## config.mk

```make
export PLATFORM = sky130hd
export DESIGN_NAME = key_event_classifier
export DESIGN_NICKNAME = d
export VERILOG_FILES = /design/src/rtl/key_evt_pkg.sv /design/src/rtl/key_timer.sv /design/src/rtl/key_event_classifier.sv
export SDC_FILE = /design/constraint.sdc
export NUM_CORES = 1
export LEC_CHECK = 0
export CORE_ASPECT_RATIO = 1.5
export CORE_MARGIN = 5
export CORE_UTILIZATION = 57
export CTS_CLUSTER_SIZE = 28
export DETAILED_ROUTE_END_ITERATION = 7
export GPL_TIMING_DRIVEN = 0
export PLACE_DENSITY = 0.75
export SLEW_MARGIN = 20
export SYNTH_ARGS = -nofsm -noshare
export SYNTH_HDL_FRONTEND = slang
export SYNTH_SLANG_ARGS = --single-unit
```

## constraint.sdc

```tcl
create_clock -name Sys_clk -period 2.6 [get_ports Sys_clk]
set_clock_uncertainty 0.05 [all_clocks]
set_input_delay 0.39 -clock Sys_clk [delete_from_list [all_inputs] [get_ports Sys_clk]]
set_output_delay 0.39 -clock Sys_clk [all_outputs]
set_load 0.03 [all_outputs]
```

## src/rtl/key_evt_pkg.sv

```systemverilog
// rtl/key_evt_pkg.sv - shared state type and default timing constants for the key event classifier
package key_evt_pkg;

  // Classifier FSM states
  typedef enum logic [2:0] {
    IDLE   = 3'd0,
    PRESS1 = 3'd1,
    WAIT2  = 3'd2,
    PRESS2 = 3'd3,
    HOLD   = 3'd4
  } key_state_e;

  // Defaults for a 12 MHz system clock
  localparam int unsigned LONG_CYC_DEF = 12_000_000;  // 1 s long-press threshold
  localparam int unsigned DBL_CYC_DEF  = 3_000_000;   // 250 ms double-press window
  localparam int unsigned RPT_CYC_DEF  = 2_400_000;   // 200 ms auto-repeat period

  // Largest of the three timing constants, used to size the shared counter
  function automatic int unsigned max3(input int unsigned a, input int unsigned b,
                                       input int unsigned c);
    int unsigned m;
    m = (a > b) ? a : b;
    return (m > c) ? m : c;
  endfunction

endpackage

```

## src/rtl/key_timer.sv

```systemverilog
// rtl/key_timer.sv - saturating cycle counter with sync clear and terminal compare
module key_timer #(
  parameter int CW = 8
) (
  input  logic          clk,
  input  logic          rst_n,
  input  logic          clr,
  input  logic [CW-1:0] term,
  output logic [CW-1:0] cnt,
  output logic          done
);

  // Terminal count reached for the currently selected interval
  assign done = (cnt == term);

  // Count up, clear on request, and hold at the terminal value so the count never wraps
  always_ff @(posedge clk or negedge rst_n) begin
    if (!rst_n) begin
      cnt <= '0;
    end else if (clr) begin
      cnt <= '0;
    end else if (!done) begin
      cnt <= cnt + 1'b1;
    end
  end

endmodule

```

## src/rtl/key_event_classifier.sv

```systemverilog
// rtl/key_event_classifier.sv - classifies debounced key presses into short/double/long/repeat pulses
module key_event_classifier
  import key_evt_pkg::*;
#(
  parameter logic        PRESS_LEVEL = 1'b0,
  parameter int unsigned LONG_CYC    = LONG_CYC_DEF,
  parameter int unsigned DBL_CYC     = DBL_CYC_DEF,
  parameter int unsigned RPT_CYC     = RPT_CYC_DEF
) (
  input  logic Sys_clk,
  input  logic Sys_reset,
  input  logic Key_in,
  output logic Short_pulse,
  output logic Double_pulse,
  output logic Long_pulse,
  output logic Repeat_pulse,
  output logic Hold_level
);

  localparam int unsigned CW = $clog2(max3(LONG_CYC, DBL_CYC, RPT_CYC)) + 1;

  localparam logic [CW-1:0] LONG_TERM = CW'(LONG_CYC - 1);
  localparam logic [CW-1:0] DBL_TERM  = CW'(DBL_CYC - 1);
  localparam logic [CW-1:0] RPT_TERM  = CW'(RPT_CYC - 1);

  key_state_e    state;
  logic          p_q;       // registered "key is pressed"
  logic          sampled;   // p_q holds a real sample of Key_in (not just its reset value)
  logic          armed;     // a released key has been seen since reset
  logic          tmr_clr;
  logic [CW-1:0] tmr_term;
  logic [CW-1:0] tmr_cnt;
  logic          tmr_done;

  key_timer #(
    .CW(CW)
  ) u_timer (
    .clk  (Sys_clk),
    .rst_n(Sys_reset),
    .clr  (tmr_clr),
    .term (tmr_term),
    .cnt  (tmr_cnt),
    .done (tmr_done)
  );

  // Select the interval being timed; untimed states saturate at all-ones
  always_comb begin
    tmr_term = '1;
    case (state)
      PRESS1:  tmr_term = LONG_TERM;
      WAIT2:   tmr_term = DBL_TERM;
      HOLD:    tmr_term = RPT_TERM;
      default: tmr_term = '1;
    endcase
  end

  // Clear the timer on every state change and on each auto-repeat
  always_comb begin
    tmr_clr = 1'b0;
    case (state)
      IDLE:    tmr_clr = p_q && armed;
      PRESS1:  tmr_clr = !p_q || tmr_done;
      WAIT2:   tmr_clr = p_q || tmr_done;
      PRESS2:  tmr_clr = !p_q;
      HOLD:    tmr_clr = !p_q || tmr_done;
      default: tmr_clr = 1'b1;
    endcase
  end

  // Input register, arming, classifier FSM and registered event outputs
  always_ff @(posedge Sys_clk or negedge Sys_reset) begin
    if (!Sys_reset) begin
      state        <= IDLE;
      p_q          <= 1'b0;
      sampled      <= 1'b0;
      armed        <= 1'b0;
      Short_pulse  <= 1'b0;
      Double_pulse <= 1'b0;
      Long_pulse   <= 1'b0;
      Repeat_pulse <= 1'b0;
      Hold_level   <= 1'b0;
    end else begin
      p_q          <= (Key_in == PRESS_LEVEL);
      sampled      <= 1'b1;
      Short_pulse  <= 1'b0;
      Double_pulse <= 1'b0;
      Long_pulse   <= 1'b0;
      Repeat_pulse <= 1'b0;
      case (state)
        IDLE: begin
          Hold_level <= 1'b0;
          // A key held through reset must be released before it can start a press
          if (!p_q && sampled) begin
            armed <= 1'b1;
          end
          if (p_q && armed) begin
            state <= PRESS1;
          end
        end
        PRESS1: begin
          if (!p_q) begin
            state <= WAIT2;
          end else if (tmr_done) begin
            state      <= HOLD;
            Long_pulse <= 1'b1;
            Hold_level <= 1'b1;
          end
        end
        WAIT2: begin
          if (p_q) begin
            state <= PRESS2;
          end else if (tmr_done) begin
            state       <= IDLE;
            Short_pulse <= 1'b1;
          end
        end
        PRESS2: begin
          if (!p_q) begin
            state        <= IDLE;
            Double_pulse <= 1'b1;
          end
        end
        HOLD: begin
          // Release wins over a repeat falling due on the same edge
          if (!p_q) begin
            state      <= IDLE;
            Hold_level <= 1'b0;
          end else if (tmr_done) begin
            Repeat_pulse <= 1'b1;
          end
        end
        default: begin
          state      <= IDLE;
          Hold_level <= 1'b0;
        end
      endcase
    end
  end

endmodule

```

==> impl_metrics.py <==
metrics = {
    "yosys": {
        "synth_common_cells": "dfrtp_1 (36), nand2_1 (28), nor2_1 (24), a21oi_1 (18), xnor2_1 (11)",
        "synth_fa_ha_area_share_pct": 0.5593,
        "ys_warn_count": 0,
        "synth-simple-area-share_pct": 30.09,
        "synthesis.nets": 261,
        "synthFlopType": "dfrtp_1",
        "yosysTopAreaCell": "dfrtp_1",
        "async_reset_ff_share_pct": 100.0,
        "syn_area_mm2": 0.002237,
        "synth.distinct_cells": 54,
        "synth_edf_count": 0,
        "synth_top_family_by_area": "simple AND/OR/NAND/NOR gates",
        "netlist_instances": 257,
        "ys_seq_area_share_pct": 40.27,
        "synth_seq_cells": 36,
        "syn_area_per_cell_um2": 8.705,
        "synth_top_area_share_pct": 40.27,
        "synth_compound_area_share_pct": 18.85,
        "synth_most_common_cell": "dfrtp_1",
        "synth.area.mux_share_pct": 0.4474,
        "synth-xor-area-share_pct": 4.698,
        "synth_area_leaders": "dfrtp_1 (40%), nand2_1 (4.7%), xnor2_1 (4.3%)",
    },
    "setup_path": {
        "cp-end-kind": "flip-flop",
        "worst_ep_arrival_time_ns": 2.71,
        "cp_data_required_time_ns": 2.77,
        "cp_max_fo": 10,
        "worstSetupStartpointType": "flip-flop",
        "crit_type": "flip-flop to flip-flop",
    },
    "place": {
        "dp_cells": 310,
        "hpwl_um": 3743,
        "portBuffers": 7,
        "gp_congestion": 0.9721,
    },
    "finish": {
        "syn_to_final_growth_pct": 15.44,
        "antenna_cells": 0,
        "nets": 280,
        "utilization_pct": 66.41,
        "n_fill_cell": 333,
        "drive_gt1_share_pct": 16.25,
        "final_cell_count_no_fill": 322,
    },
    "sta": {
        "setup_violations": 0,
        "fin_crit_ns": 2.549,
        "hold_viol_final": 0,
        "achievable-frequency_ghz": 0.3924,
        "period_share_pct": 98.02,
        "whs_ns": 0.4266,
        "maxSlewViolCount": 0,
        "final.setup.tns_ns": 0,
    },
    "pwr": {
        "ir_drop_mv": 0.4175,
        "p_total_uw": 1368,
        "p_leak_uw": 0.001019,
        "powerDensity_mw_per_mm2": 529.8,
    },
    "detailed_routing": {
        "drc_errors": 0,
        "first_pass_iters": 5,
        "routed_via_density": 6.320,
        "drt-initial-drc-count": 178,
        "ant_nets": 0,
        "post_drt_wl_per_cell_um": 16.58,
        "routed_wl_um": 5340,
        "vias": 2035,
    },
    "clock_network": {
        "tritoncts.num_buffers": 5,
        "cts_tree": "yes",
        "clockRootBuffer": "clkbuf_8",
        "clk_pin_slew_ns": 0.08,
        "h-tree-depth": 2,
        "clk_path_buf_depth": 2,
        "cts.sinks": 36,
        "clock_latency_ns": 0.29,
    },
    "global_routing": {
        "overflow": 0,
        "grt_pass1_wl_um": 8921,
        "grtUsageTotal_pct": 22.12,
        "grt_max_degree": 29,
        "grt_antenna_before_repair": 0,
        "grt_pass1_vias": 1936,
    },
    "die": {
        "chipWidth_um": 61.15,
        "start_util_pct": 57.53,
        "die_y_um": 86.73,
        "placementRows": 28,
        "dieArea_mm2": 0.005304,
        "core_mm2": 0.003889,
        "pin_count": 8,
    },
    "min_path": {
        "holdCritPathClass": "primary input to asynchronous set/reset pin",
    },
    "flow_run": {
        "max_cap_viol_count": 0,
    },
    "status": {
        "outcome": "finished, final reports clean",
    },
}
-- kinds of logic after synthesis --
group,count (synthesis)
AND/OR/NAND/NOR,124
AO/OA/AOI/OAI,62
flip-flops,36
buffers and inverters,20
XOR/XNOR,12
adder cells (fa/ha/maj),1
other,1
multiplexers,1
-- registers in the layout, summed over array words and instances (netlist names) --
name / count
armed: 1
sampled: 1
Double_pulse: 1
u_timer.cnt: 25
Repeat_pulse: 1
Hold_level: 1
Short_pulse: 1
state: 3
p_q: 1
Long_pulse: 1
-- area by class of cell --
class / instances / area, um2 / share of cell area [%]
Multi-Input combinational cell: 201 / 1271 / 49.22
Tap cell: 45 / 56.30 / 2.180
Inverter: 5 / 18.77 / 0.7267
Timing Repair Buffer: 13 / 125.1 / 4.845
Sequential cell: 36 / 900.9 / 34.88
Clock buffer: 5 / 68.82 / 2.665
Buffer: 14 / 98.84 / 3.828
Clock inverter: 3 / 42.54 / 1.647
-- power by group --
group	internal [uW]	switching [uW]	leakage, uW
clock	284	214	0.0000541
sequential	591	25.5	0.000485
combinational	94.8	158	0.000480
total	970	398	0.00102
-- layout by cell type (no fill, tap or decap), types with 2 or more instances in the layout --
cell / instances
nand4_1: 5
buf_2: 5
and2_1: 4
clkdlybuf4s50_1: 6
nand2b_1: 2
or2_2: 3
o31ai_2: 2
inv_1: 5
or4_1: 5
dfrtp_1: 36
and3_1: 8
and4_1: 2
a21oi_1: 18
nor2b_1: 4
o21ai_1: 7
xnor2_1: 11
nand2_1: 27
clkbuf_8: 5
nand3_1: 10
a211oi_1: 4
buf_4: 8
nor3_1: 5
nor4bb_1: 2
nand2_2: 2
a21o_1: 2
buf_6: 3
nor3b_1: 4
or3_1: 7
a31oi_1: 4
nor2_1: 23
clkbuf_1: 2
nor4b_1: 2
o21ai_0: 6
o31ai_1: 6
-- stage by stage --
| stage | worst slack, ns | area (um2) |
|---|---|---|
| after global routing | -0.04939 | 2582 |
| after global placement | -0.1177 | 2364 |
| final | 0.05139 | 2582 |
| after floorplan | 0.2493 | 2237 |
| after detailed placement | -0.1345 | 2379 |
| after CTS | 0.04199 | 2525 |
-- critical path, stage by stage (launching register included) --
cell and delay (ns):
dfrtp_1 0.42, clkbuf_4 0.21, nor2_2 0.26, a21o_1 0.21
a222oi_1 0.10, o2111a_2 0.21, and2_1 0.17, buf_6 0.14
or4_1 0.52, a21oi_1 0.17
-- metal layers --
layer / vias up / global-route usage (%) / wire length (um)
li1: 975 / - / -
met3: 14 / 4.322 / 288
met2: 64 / 36.80 / 2699
met1: 982 / 27.46 / 2218
met5: - / 0 / 0
met4: 0 / 8.481 / 133
-- final timing paths --
| kind | from | end | slack, ns | cells past startpoint |
|---|---|---|---|---|
| hold / removal | Sys_reset | Double_pulse | 0.43 | 2 |
| max in group asynchronous | Sys_reset | u_timer.cnt[15] | 1.65 | 3 |
| setup reg to reg | state[0] | u_timer.cnt[23] | 0.05 | 9 |
| min in group Sys_clk | sampled | armed | 0.43 | 1 |
| setup / recovery | state[0] | u_timer.cnt[23] | 0.05 | 9 |
| hold reg to reg | sampled | armed | 0.43 | 1 |
-- what timing repair did --
| item | 4_1_cts | 5_1_grt |
|---|---|---|
| buffers inserted | 1 | 3 |
| pin swaps | 2 | 2 |
| hold endpoints to repair | 8 | 0 |
| setup endpoints to repair | 20 | 27 |
| resized for setup | 4 | 12 |
| hold buffers | 1 | 0 |
Power figures use the tool's default switching activity.
